`config.mk`:
```
export PLATFORM = sky130hd
export DESIGN_NAME = gate_sweep_ctrl_flat
export DESIGN_NICKNAME = d
export VERILOG_FILES = /design/src/rtl/gate_sweep_ctrl_if.sv /design/src/rtl/gate_sweep_ctrl.sv /design/src/flat_wrapper.sv
export SDC_FILE = /design/constraint.sdc
export NUM_CORES = 1
export LEC_CHECK = 0
export BUFFER_PORTS_ARGS = -buffer_cell sky130_fd_sc_hd__buf_4
export CELL_PAD_IN_SITES_DETAIL_PLACEMENT = 0
export CELL_PAD_IN_SITES_GLOBAL_PLACEMENT = 1
export CORE_ASPECT_RATIO = 0.6
export CORE_MARGIN = 5
export CORE_UTILIZATION = 35
export CTS_CLUSTER_SIZE = 40
export DETAILED_ROUTE_END_ITERATION = 10
export PLACE_DENSITY = 0.81
export REMOVE_ABC_BUFFERS = 1
export SLEW_MARGIN = 0
export SYNTH_ARGS = -nofsm -noshare
export SYNTH_HDL_FRONTEND = slang
export SYNTH_SLANG_ARGS = --single-unit
export TNS_END_PERCENT = 20
```
`constraint.sdc`:
```
create_clock -name clock -period 2.6 [get_ports clock]
set_input_delay 0.13 -clock clock [delete_from_list [all_inputs] [get_ports clock]]
set_output_delay 0.13 -clock clock [all_outputs]
set_load 0.02 [all_outputs]
```
`src/rtl/gate_sweep_ctrl_if.sv`:
```
// Handshake/observation bundle between gate_sweep_ctrl and its environment.
//   start             sweep request from the host/button side
//   op_a/op_b/op_c    registered operands driven to the AND->OR gate pair
//   and_obs/y_obs     observed gate outputs fed back to the sequencer
//   busy/done/pass    sweep status
//   err_count         mismatch total, ERR_W bits, saturating
//   vec_idx           current/last operand vector {a,b,c}
// Modports: slave = the sequencer, master = host plus gate datapath.
interface gate_sweep_ctrl_if #(
   parameter int unsigned ERR_W = 4
);
   logic             start;
   logic             op_a;
   logic             op_b;
   logic             op_c;
   logic             and_obs;
   logic             y_obs;
   logic             busy;
   logic             done;
   logic             pass;
   logic [ERR_W-1:0] err_count;
   logic [2:0]       vec_idx;

   modport slave (
      input  start, and_obs, y_obs,
      output op_a, op_b, op_c, busy, done, pass, err_count, vec_idx
   );

   modport master (
      output start, and_obs, y_obs,
      input  op_a, op_b, op_c, busy, done, pass, err_count, vec_idx
   );
endinterface

```
`src/rtl/gate_sweep_ctrl.sv`:
```
// Sequencer that sweeps all 8 {a,b,c} vectors through the y = (a & b) | c gate pair, holds
// each vector SETTLE_CYCLES cycles, samples and_obs/y_obs for one cycle, and counts
// mismatches against the ideal truth table.
// Ports:
//   clock    system clock, rising edge
//   reset_n  synchronous active-low reset; aborts any sweep in progress
//   bus      gate_sweep_ctrl_if.slave (start in, operands out, observations in, status out)
// Parameters:
//   SETTLE_CYCLES  cycles each vector is held before sampling, legal 1..15
//   ERR_W          mismatch counter width; the counter saturates at all-ones
// Build option:
//   STOP_ON_FAIL_EN  when defined, the first mismatch ends the sweep and the failing vector is
//                    left on vec_idx/op_* for debug; otherwise all 8 vectors are always swept.
module gate_sweep_ctrl #(
   parameter int unsigned SETTLE_CYCLES = 2,
   parameter int unsigned ERR_W         = 4
) (
   input logic               clock,
   input logic               reset_n,
   gate_sweep_ctrl_if.slave  bus
);

   typedef enum logic [1:0] {StIdle, StDrive, StSample, StDone} state_e;

   localparam int unsigned      CntW       = 4;
   localparam logic [CntW-1:0]  SettleLast = CntW'(SETTLE_CYCLES - 1);
   localparam logic [ERR_W-1:0] ErrMax     = '1;

   state_e           state_q, state_d;
   logic [CntW-1:0]  cnt_q, cnt_d;
   logic [2:0]       vec_q, vec_d;
   logic [2:0]       op_q, op_d;    // {a,b,c}
   logic [ERR_W-1:0] err_q, err_d;
   logic             busy_q, busy_d;
   logic             pass_q, pass_d;

   logic exp_and, exp_y, mismatch;

   always_comb begin
      exp_and  = vec_q[2] & vec_q[1];
      exp_y    = exp_and | vec_q[0];
      mismatch = (bus.and_obs != exp_and) || (bus.y_obs != exp_y);
   end

   always_comb begin
      state_d = state_q;
      cnt_d   = cnt_q;
      vec_d   = vec_q;
      op_d    = op_q;
      err_d   = err_q;
      busy_d  = busy_q;
      pass_d  = pass_q;

      unique case (state_q)
         StIdle: begin
            if (bus.start) begin
               state_d = StDrive;
               cnt_d   = '0;
               vec_d   = '0;
               op_d    = '0;
               err_d   = '0;
               pass_d  = 1'b0;
               busy_d  = 1'b1;
            end
         end

         StDrive: begin
            cnt_d = cnt_q + CntW'(1);
            if (cnt_q == SettleLast) begin
               state_d = StSample;
            end
         end

         StSample: begin
            if (mismatch && (err_q != ErrMax)) begin
               err_d = err_q + ERR_W'(1);
            end
`ifdef STOP_ON_FAIL_EN
            if (mismatch || (vec_q == 3'd7)) begin
`else
            if (vec_q == 3'd7) begin
`endif
               state_d = StDone;
               // Account for this cycle's mismatch, not just the accumulated total.
               pass_d  = (err_q == '0) && !mismatch;
            end else begin
               state_d = StDrive;
               vec_d   = vec_q + 3'd1;
               op_d    = vec_q + 3'd1;
               cnt_d   = '0;
            end
         end

         StDone: begin
            state_d = StIdle;
            busy_d  = 1'b0;
         end

         default: state_d = StIdle;
      endcase
   end

   always_ff @(posedge clock) begin
      if (!reset_n) begin
         state_q <= StIdle;
         cnt_q   <= '0;
         vec_q   <= '0;
         op_q    <= '0;
         err_q   <= '0;
         busy_q  <= 1'b0;
         pass_q  <= 1'b0;
      end else begin
         state_q <= state_d;
         cnt_q   <= cnt_d;
         vec_q   <= vec_d;
         op_q    <= op_d;
         err_q   <= err_d;
         busy_q  <= busy_d;
         pass_q  <= pass_d;
      end
   end

   assign bus.op_a      = op_q[2];
   assign bus.op_b      = op_q[1];
   assign bus.op_c      = op_q[0];
   assign bus.vec_idx   = vec_q;
   assign bus.err_count = err_q;
   assign bus.busy      = busy_q;
   assign bus.pass      = pass_q;
   assign bus.done      = (state_q == StDone);

endmodule

```
`src/flat_wrapper.sv`:
```
// flat-port wrapper written by rule: the top's interface ports become plain ports
module gate_sweep_ctrl_flat 
#(
   parameter int unsigned SETTLE_CYCLES = 2,
   parameter int unsigned ERR_W         = 4
)
  (clock, reset_n, bus_start, bus_and_obs, bus_y_obs, bus_op_a, bus_op_b, bus_op_c, bus_busy, bus_done, bus_pass, bus_err_count, bus_vec_idx);
  gate_sweep_ctrl_if #(.ERR_W(ERR_W)) bus_i ();
  input logic clock;
  input logic reset_n;
  input wire logic [$bits(bus_i.start)-1:0] bus_start;
  input wire logic [$bits(bus_i.and_obs)-1:0] bus_and_obs;
  input wire logic [$bits(bus_i.y_obs)-1:0] bus_y_obs;
  output wire logic [$bits(bus_i.op_a)-1:0] bus_op_a;
  output wire logic [$bits(bus_i.op_b)-1:0] bus_op_b;
  output wire logic [$bits(bus_i.op_c)-1:0] bus_op_c;
  output wire logic [$bits(bus_i.busy)-1:0] bus_busy;
  output wire logic [$bits(bus_i.done)-1:0] bus_done;
  output wire logic [$bits(bus_i.pass)-1:0] bus_pass;
  output wire logic [$bits(bus_i.err_count)-1:0] bus_err_count;
  output wire logic [$bits(bus_i.vec_idx)-1:0] bus_vec_idx;
  assign bus_i.start = bus_start;
  assign bus_i.and_obs = bus_and_obs;
  assign bus_i.y_obs = bus_y_obs;
  assign bus_op_a = bus_i.op_a;
  assign bus_op_b = bus_i.op_b;
  assign bus_op_c = bus_i.op_c;
  assign bus_busy = bus_i.busy;
  assign bus_done = bus_i.done;
  assign bus_pass = bus_i.pass;
  assign bus_err_count = bus_i.err_count;
  assign bus_vec_idx = bus_i.vec_idx;
  gate_sweep_ctrl #(.SETTLE_CYCLES(SETTLE_CYCLES), .ERR_W(ERR_W)) u_core (.clock(clock), .reset_n(reset_n), .bus(bus_i));
endmodule
```
Word-level counts from Yosys, hierarchy flattened
Cells that the tools add are included.
Cells by class
  equality and inequality tests: 13
  multiplexer cells: 17
  bitwise operators: 2
  reduce and logical (&&, ||, !) cells: 15
  add/subtract/negate cells: 3
Operators by type and width (number)
  4-bit 2-to-1 mux: 3
  4-bit case mux with 3 select lines: 1
  3-bit AND reduction: 4
  4-bit by 1-bit adder with 4-bit output (second input constant): 2
  2-bit case mux with 4 select lines: 1
  4-bit case mux with 2 select lines: 1
  2-bit 2-to-1 mux: 3
  3-bit 2-to-1 mux: 2
  2-bit by 1-bit != test with 1-bit output (second input constant): 3
  3-bit case mux with 2 select lines: 1
  2-bit equality test (second input constant): 2
  4-bit by 1-bit equality test with 1-bit output (second input constant): 1
  4-bit logical NOT: 1
  2-bit != test (second input constant): 2
  4-bit != test (second input constant): 1
  1-bit case mux with 2 select lines: 2
  2-bit AND reduction: 2
  2-bit nonzero test: 2
  3-bit by 1-bit adder with 3-bit output (second input constant): 1
  3-bit equality test (second input constant): 1
  1-bit 2-to-1 mux: 3
  3-bit nonzero test: 1
  2-bit by 1-bit equality test with 1-bit output (second input constant): 1
  1-bit logical AND: 2
  6 further kinds: 7
Storage, ports and cells
  flip-flop bits (word level): 15
  output and inout bits: 13
  logic and storage cells: 56
  input port bits: 5

Logic depth before layout (Yosys ltp)
Gate-level depths: netlist of the first run.
  word-level depth: 8
  gate-level depth with buffers: 6
  depth with buffers taken out: 6

Least setup slack after synthesis of the first run
Ideal clock, no wire load.
  kind: register to register
  start point: register u_core.vec_q[0] (netlist: u_core.bus.vec_idx[0])
  end point: register u_core.cnt_q[3]
  buffers on the path: 0
  cell stages (with the launch flop): 7
  library setup time: 0.070 ns
  slack: 0.929 ns
  required time: 2.530 ns
  data arrival time: 1.602 ns
  path through: dfxtp_1 ha_1 ha_1 o21ai_0 nand2_1 or3_1 a21oi_1
On the way
  word-level cells in the longest chain between the ends: 3
RTL lines
  start: declaration: RTL line gate_sweep_ctrl.sv:31  | logic [2:0] vec_q, vec_d;
  start signal: assignment: RTL line gate_sweep_ctrl.sv:115  | vec_q <= vec_d;
  3-bit equality test: RTL line gate_sweep_ctrl.sv:81  | if (vec_q == 3'd7) begin
  2-bit != test (no line)
  3-bit AND reduction (no line)
  end signal: assignment: RTL line gate_sweep_ctrl.sv:114  | cnt_q <= cnt_d;
  end: declaration: RTL line gate_sweep_ctrl.sv:30  | logic [CntW-1:0] cnt_q, cnt_d;
No other way between the ends.
A chain may end at the register's enable or synchronous reset.

Final worst setup path of the first run
Ends and elaborated chain as after synthesis.

==> summary.txt, run 1 <==
Run status
  • Status: finished, final reports clean

Worst setup path
  • Crit path largest cell delay: around 0.36 ns
  • Kind of critical path: flop to flop
  • Worst R2R Setup Slack: between 0.8 and 0.9 ns
  • Slowest cell on the critical path: dfxtp_1
  • Worst r2r dst: u_core.cnt_q[3]$_SDFFE_PN0P_
  • Critical path, cell by cell: ha_1 > ha_1 > o21ai_0 > nand2_1 > or3_1 > a21oi_1
  • Worst Path Required: between 2 and 3 ns
  • Worst path bufs/invs: 0
  • Type of origin of the critical path: flop
  • FF-to-FF path depth: 6
  • Most frequent cell on the critical path: ha_1
  • Crit-path leading delay family: simple AND/OR/NAND/NOR gates
  • Reg2reg start: u_core.bus.vec_idx[0]$_SDFFE_PN0P_
  • CP Capture Type: flop
  • Critical Path AT: between 1.5 and 2 ns
  • Crit Path Max Fanout: 5

Placement
  • Port bufs: 17
  • HPWL Detailed: around 1400 um
  • Placed Instance Area: roughly 950 um^2
  • Post-Place Cells: between 100 and 150
  • Routability congestion estimate: slightly above 0.8

Route
  • ANT nets after route: 0
  • Residual DRC count: 0
  • Via-to-Cell Ratio: 5.20
  • Wire per inst: 13.0 um
  • DRT Wirelength: 1860 um
  • Vias: approximately 740
  • Starting DRT DRC Count: 31
  • DRT Pass-1 Iters: 4

Clock network
  • # Post-CTS Setup Buffers: 0
  • CTS Hold Buffers Added: 0
  • Cts repair resizes: 0
  • CTS tree: yes
  • CTS Buf Count: 3
  • CTS Sinks: 15
  • H-Tree Depth: 1
  • Root buffer cell: clkbuf_8
  • Clock transition at path regs: 0.06 ns
  • Worst-skew pair later-pin latency: 0.25 ns
  • CTS max path bufs: 2

Cells and area
  • Synth-to-layout area growth: 22.1%
  • Nets: between 100 and 150
  • Fin area: roughly 1000 um^2
  • Layout cells sized above 1: a little over a fifth
  • N_diodes: 0
  • Post-route core utilization: between 40% and 50%
  • Finished Layout Cells: ~140

Logic synthesis
  • Fraction of registers with async set/reset: 0%
  • Top FF cell, synth: dfxtp_1
  • Post-Synthesis Cells: between 90 and 100
  • Post-synthesis average cell area: 8.42 um^2
  • Most area-consuming cells after synthesis: dfxtp_1 37%, ha_1 9.2%, nand3_1 5.5%, nor2_1 4.6%, a21oi_1 4.3%
  • Synth top area share: 36.8%
  • Cell taking the most area after synthesis: dfxtp_1
  • Ys Warns: 0
  • Syn Std Cell Area: approximately 800 um^2
  • Post-synth EDFFs: 0
  • Seq/Total Area, Yosys: a little under two fifths
  • Cell variety after synth: 33
  • Synth Register Bits: 15

Die
  • FP Rows: 13
  • Chip Height: 47.4 um
  • Die width: approximately 72 um
  • Initial core utilization: roughly 37%
  • I/O Pins: 18
  • Area of the die: 3430 um^2
  • Area of the core: about 2200 um^2

GRT
  • Grt total ovfl: 0
  • All-Layer GR Usage: around an eighth
  • Met2 Use GR: roughly a fifth
  • GR Util met3: around 4.8%
  • GR Util met1: about 17%
  • Initial antenna violation count: 0
  • Largest net degree at the start of global routing: 12
  • Vias in the first global route: 728
  • First-pass GRT wire length: 3380 um
  • Grt peak-use layer: met2

Power
  • P per Cell Area: 517 nW/um^2
  • Flop pwr share: 48.6%
  • Worst VDD drop: approximately 190 uV
  • Final Power: between 0.5 and 0.6 mW
  • Net Sw Frac: 26.4%
  • Switching Power: 0.136 mW
  • Clock Power Share: 36.5%
  • Combinational share of power: ~15%
  • Internal Power: 0.380 mW
  • Static leakage: ~0.42 nW

Timing
  • Slew @ Worst Pin: 0.389 ns
  • RSZ-0062 raised after global routing: no
  • Final TNS setup: 0 ns
  • Final min period: about 1.7 ns
  • Final Hold Fails: 0
  • Final Skew: about 0.0021 ns
  • Tcrit/Tclk final: between 60 and 70%
  • Relative slew slack: 74.0%
  • Max-slew violation count: 0
  • Final setup violation count: 0
  • Fmax: 0.584 GHz

Hold path
  • Hold path start: reset_n
  • Hold Crit Class: primary input to flop
  • Hold Path End: u_core.state_q[1]$_SDFFE_PN0P_
  • Hold path depth: 2

Flow run
  • Max cap viols: 0
-- area by class of cell --
type | count | area [um^2]
Clock buffer | 4 | 45.0
Fill cell | 229 | 1200
Inverter | 4 | 15.0
Tap cell | 30 | 37.5
Multi-Input combinational cell | 73 | 472
Sequential cell | 15 | 300
Timing Repair Buffer | 17 | 128
-- synthesized netlist by cell type, drive strengths merged, types with 2 or more instances --
master   n
o21ai    4
a22oi    2
o211ai   3
a21o     2
ha       6
dfxtp   15
clkbuf   2
buf      3
nand2b   3
or3      3
inv      4
nand2    6
a21oi    7
nor2    10
nand3    9
xor2     2
mux2i    2
-- power by group through the flow --
stage / combinational [mW] / sequential, mW / clock, mW
after global routing: 0.0872 / 0.253 / 0.204
after floorplan: 0.0464 / 0.258 / 0
final: 0.0768 / 0.251 / 0.188
after CTS: 0.0775 / 0.251 / 0.195
after global placement: 0.0764 / 0.255 / 0
after detailed placement: 0.0774 / 0.256 / 0
-- placed cells by master, fill, tap and decap left out, types with 2 or more instances in the layout --
master and n:
nand3_1 9, buf_4 17, inv_1 4, mux2i_1 2
a21o_1 2, xor2_1 2, or3_1 2, a22oi_1 2
dfxtp_1 15, nand2b_1 3, o211ai_1 3, ha_1 6
nor2_1 10, clkbuf_8 3, a21oi_1 7, nand2_1 6
o21ai_0 3
-- through the flow --
stage | hold WS (ns) | setup WS, ns
after floorplan | 0.270 | 0.832
after global placement | 0.423 | 0.947
after detailed placement | 0.425 | 0.892
after CTS | 0.166 | 0.880
after global routing | 0.180 | 0.638
final | 0.167 | 0.888
-- worst max path at each step --
| stage | cells past startpoint | endpoint | startpoint | slack, ns |
|---|---|---|---|---|
| 2_1_floorplan | 6 | u_core.cnt_q[3]$_SDFFE_PN0P_ | u_core.bus.vec_idx[0]$_SDFFE_PN0P_ | 0.83 |
| 4_1_cts | 6 | u_core.cnt_q[3]$_SDFFE_PN0P_ | u_core.bus.vec_idx[0]$_SDFFE_PN0P_ | 0.88 |
| 3_5_place_dp | 6 | u_core.cnt_q[3]$_SDFFE_PN0P_ | u_core.bus.vec_idx[0]$_SDFFE_PN0P_ | 0.89 |
| 3_3_place_gp | 6 | u_core.cnt_q[3]$_SDFFE_PN0P_ | u_core.bus.vec_idx[0]$_SDFFE_PN0P_ | 0.95 |
| 5_1_grt | 6 | u_core.cnt_q[3]$_SDFFE_PN0P_ | u_core.bus.vec_idx[0]$_SDFFE_PN0P_ | 0.64 |
| 6_report | 6 | u_core.cnt_q[3]$_SDFFE_PN0P_ | u_core.bus.vec_idx[0]$_SDFFE_PN0P_ | 0.89 |
-- per-layer routing --
layer | up-vias | share of wire, %
li1 | 373 | -
met1 | 337 | 50
met2 | 30 | 40
met3 | 4 | 9.4
met4 | 0 | 0.91
met5 | - | 0
-- logic make-up (layout without fill, tap and decap cells) --
| group | after synthesis | count (layout) | share of synthesized area [%] |
|---|---|---|---|
| simple gates | 40 | 40 | 25.3 |
| compound gates | 22 | 22 | 17.3 |
| flops | 15 | 15 | 36.8 |
| buf+inv | 9 | 25 | 5.51 |
| fa+ha+maj | 6 | 6 | 9.19 |
| mux | 3 | 3 | 3.83 |
| xor+xnor | 2 | 2 | 2.14 |
-- registers in the layout, summed over array words and instances, names as in the netlist --
name / flops
u_core.bus.err_count: 4
u_core.bus.vec_idx: 3
u_core.bus.busy: 1
u_core.cnt_q: 4
u_core.state_q: 2
u_core.bus.pass: 1
No activity file was read; power rests on OpenSTA's default activity.
==> run 2, diff against run 1 <==
--- a/config.mk
+++ b/config.mk
@@ -10,10 +10,10 @@
 export CELL_PAD_IN_SITES_GLOBAL_PLACEMENT = 1
 export CORE_ASPECT_RATIO = 0.6
 export CORE_MARGIN = 5
-export CORE_UTILIZATION = 35
+export CORE_UTILIZATION = 34
 export CTS_CLUSTER_SIZE = 40
 export DETAILED_ROUTE_END_ITERATION = 10
-export PLACE_DENSITY = 0.81
+export PLACE_DENSITY = 0.82
 export REMOVE_ABC_BUFFERS = 1
 export SLEW_MARGIN = 0
 export SYNTH_ARGS = -nofsm -noshare
==> constraint.sdc (replaced) <==
create_clock -name clock -period 1.5 [get_ports clock]
set_input_delay 0.075 -clock clock [delete_from_list [all_inputs] [get_ports clock]]
set_output_delay 0.075 -clock clock [all_outputs]
set_load 0.02 [all_outputs]
==> summary.txt, run 2 (synthesized netlist as in run 1, its figures left out) <==
Run status
  • Status: finished, final reports clean

Route
  • DRT Pass-1 Iters: 4
  • ANT nets after route: 0
  • Residual DRC count: 0
  • DRT Wirelength: between 1500 and 2000 um
  • Via-to-Cell Ratio: ~5.0
  • Starting DRT DRC Count: 37
  • Wire per inst: roughly 12 um
  • Vias: approximately 750

Hold path
  • Hold path depth: 2
  • Hold path start: reset_n
  • Hold Path End: u_core.state_q[1]$_SDFFE_PN0P_
  • Hold Crit Class: primary input to flop

Die
  • Area of the core: approximately 2200 um^2
  • FP Rows: 13
  • I/O Pins: 18
  • Chip Height: roughly 48 um
  • Area of the die: 3520 um^2
  • Initial core utilization: a little over a third
  • Die width: approximately 73 um

GRT
  • Grt total ovfl: 0
  • Largest net degree at the start of global routing: 12
  • Vias in the first global route: roughly 700
  • First-pass GRT wire length: 3360 um
  • All-Layer GR Usage: between 10 and 15%
  • Initial antenna violation count: 0

Worst setup path
  • FF-to-FF path depth: 5
  • CP Capture Type: flop
  • Crit Path Max Fanout: 6
  • Worst r2r dst: u_core.bus.err_count[3]$_SDFFE_PN0P_
  • Crit-path leading delay family: simple AND/OR/NAND/NOR gates
  • Worst Path Required: approximately 1.7 ns
  • Critical path, cell by cell: buf_4 > xor2_2 > o21ai_2 > or4_1 > a31oi_1
  • Total stage count of the critical path: 5
  • Critical Path AT: 1.68 ns
  • Slowest cell on the critical path: or4_1
  • Reg2reg start: u_core.bus.vec_idx[0]$_SDFFE_PN0P_
  • Crit path largest cell delay: 0.47 ns
  • Worst R2R Setup Slack: between 0.0006 and 0.0007 ns
  • Type of origin of the critical path: flop
  • Kind of critical path: flop to flop
  • Worst path bufs/invs: 1

Timing
  • Max-slew violation count: 0
  • Final worst slack: approximately 0.0007 ns
  • Final setup violation count: 0
  • Slew @ Worst Pin: 0.362 ns
  • Relative slew slack: between 70% and 80%
  • Final Hold Fails: 0
  • Hold slack: approximately 0.11 ns
  • Fmax: 0.667 GHz
  • Final Skew: 0.00450 ns
  • Tcrit/Tclk final: between 90 and 100%
  • Final min period: between 1 and 1.5 ns
  • RSZ-0062 raised after global routing: yes

Placement
  • HPWL Detailed: approximately 1400 um
  • DP Worst Slack: -0.0850 ns
  • Port bufs: 17
  • Post-Place Cells: ~150
  • Routability congestion estimate: 0.823

Clock network
  • CTS max path bufs: 2
  • H-Tree Depth: 1
  • CTS Buf Count: 3
  • Worst-skew pair later-pin latency: 0.26 ns
  • CTS tree: yes
  • CTS Sinks: 15
  • # Post-CTS Setup Buffers: 0
  • Root buffer cell: clkbuf_8
  • Clock transition at path regs: roughly 0.070 ns

Cells and area
  • Synth-to-layout area growth: 33.7%
  • Commonest non-fill, non-tap cell in the layout: buf_4
  • Most frequent cells in the layout: 25 x buf_4, 14 x dfxtp_1, 10 x nor2_1
  • Finished Layout Cells: approximately 150
  • Nets: 133
  • N_diodes: 0
  • FILL cells: 211
  • Layout cells sized above 1: about a third
  • Post-route core utilization: 49.0%

Flow run
  • Max cap viols: 0

Power
  • Worst VDD drop: 514 uV
  • Static leakage: about 0.47 nW
  • P per Cell Area: around 860 nW/um^2
-- run 2: changes by cell type in the layout (fill, tap and decap cells not counted), sizes merged --
cell	before	now
clkinv	0	1
buf	17	25
clkbuf	4	3
-- run 2: final cells by class --
| cell class | instances | area (um^2) | area share [%] |
|---|---|---|---|
| Tap cell | 30 | 37.5 | 3.44 |
| Timing Repair Buffer | 25 | 188 | 17.2 |
| Inverter | 4 | 15.0 | 1.37 |
| Multi-Input combinational cell | 73 | 504 | 46.2 |
| Clock inverter | 1 | 5.00 | 0.458 |
| Clock buffer | 3 | 41.3 | 3.78 |
| Sequential cell | 15 | 302 | 27.6 |
-- run 2: worst max-delay path by stage --
stage / slack, ns / to / from
6_report: 0.0007 / u_core.bus.err_count[3]$_SDFFE_PN0P_ / u_core.bus.vec_idx[0]$_SDFFE_PN0P_
5_1_grt: -0.10 / u_core.bus.err_count[3]$_SDFFE_PN0P_ / u_core.bus.vec_idx[0]$_SDFFE_PN0P_
4_1_cts: -0.001 / u_core.bus.err_count[3]$_SDFFE_PN0P_ / u_core.bus.vec_idx[0]$_SDFFE_PN0P_
3_5_place_dp: -0.08 / u_core.cnt_q[3]$_SDFFE_PN0P_ / u_core.bus.vec_idx[0]$_SDFFE_PN0P_
3_3_place_gp: -0.03 / u_core.cnt_q[3]$_SDFFE_PN0P_ / u_core.bus.vec_idx[0]$_SDFFE_PN0P_
2_1_floorplan: -0.27 / u_core.cnt_q[3]$_SDFFE_PN0P_ / u_core.bus.vec_idx[0]$_SDFFE_PN0P_
-- run 2: through the flow --
stage / setup TNS (ns) / total power, mW / instance area (um^2)
after floorplan: -0.654 / 0.528 / 787
after global placement: -0.0309 / 0.592 / 1010
after detailed placement: -0.108 / 0.593 / 1010
after CTS: -0.00141 / 0.944 / 1070
after global routing: -0.217 / 0.994 / 1090
final: 0 / 0.937 / 1090
-- run 2: worst register-to-register path: stages, from the launching register on --
cell	delay, ns
dfxtp_1	0.32
buf_4	0.16
xor2_2	0.18
o21ai_2	0.12
or4_1	0.47
a31oi_1	0.18
-- run 2: metal layers --
metal	up-vias	GRT usage, %	part of all wire, %
met5	-	0	0
met4	0	3.31	0.81
met3	2	5.66	6.7
met2	15	17.6	37
met1	340	18.3	55
li1	395	-	-
-- run 2: timing repair --
item | in CTS | in global routing
hold buffers | 0 | 0
pin swaps | 0 | 0
gates resized for setup | 4 | 4
gates cloned | 0 | 0
setup endpoints to repair | 4 | 8
-- run 2: power breakdown --
part / total (mW) / internal (mW) / switching (mW)
clock network: 0.344 / 0.185 / 0.160
logic: 0.159 / 0.0756 / 0.0832
registers: 0.434 / 0.414 / 0.0197
total: 0.937 / 0.674 / 0.263
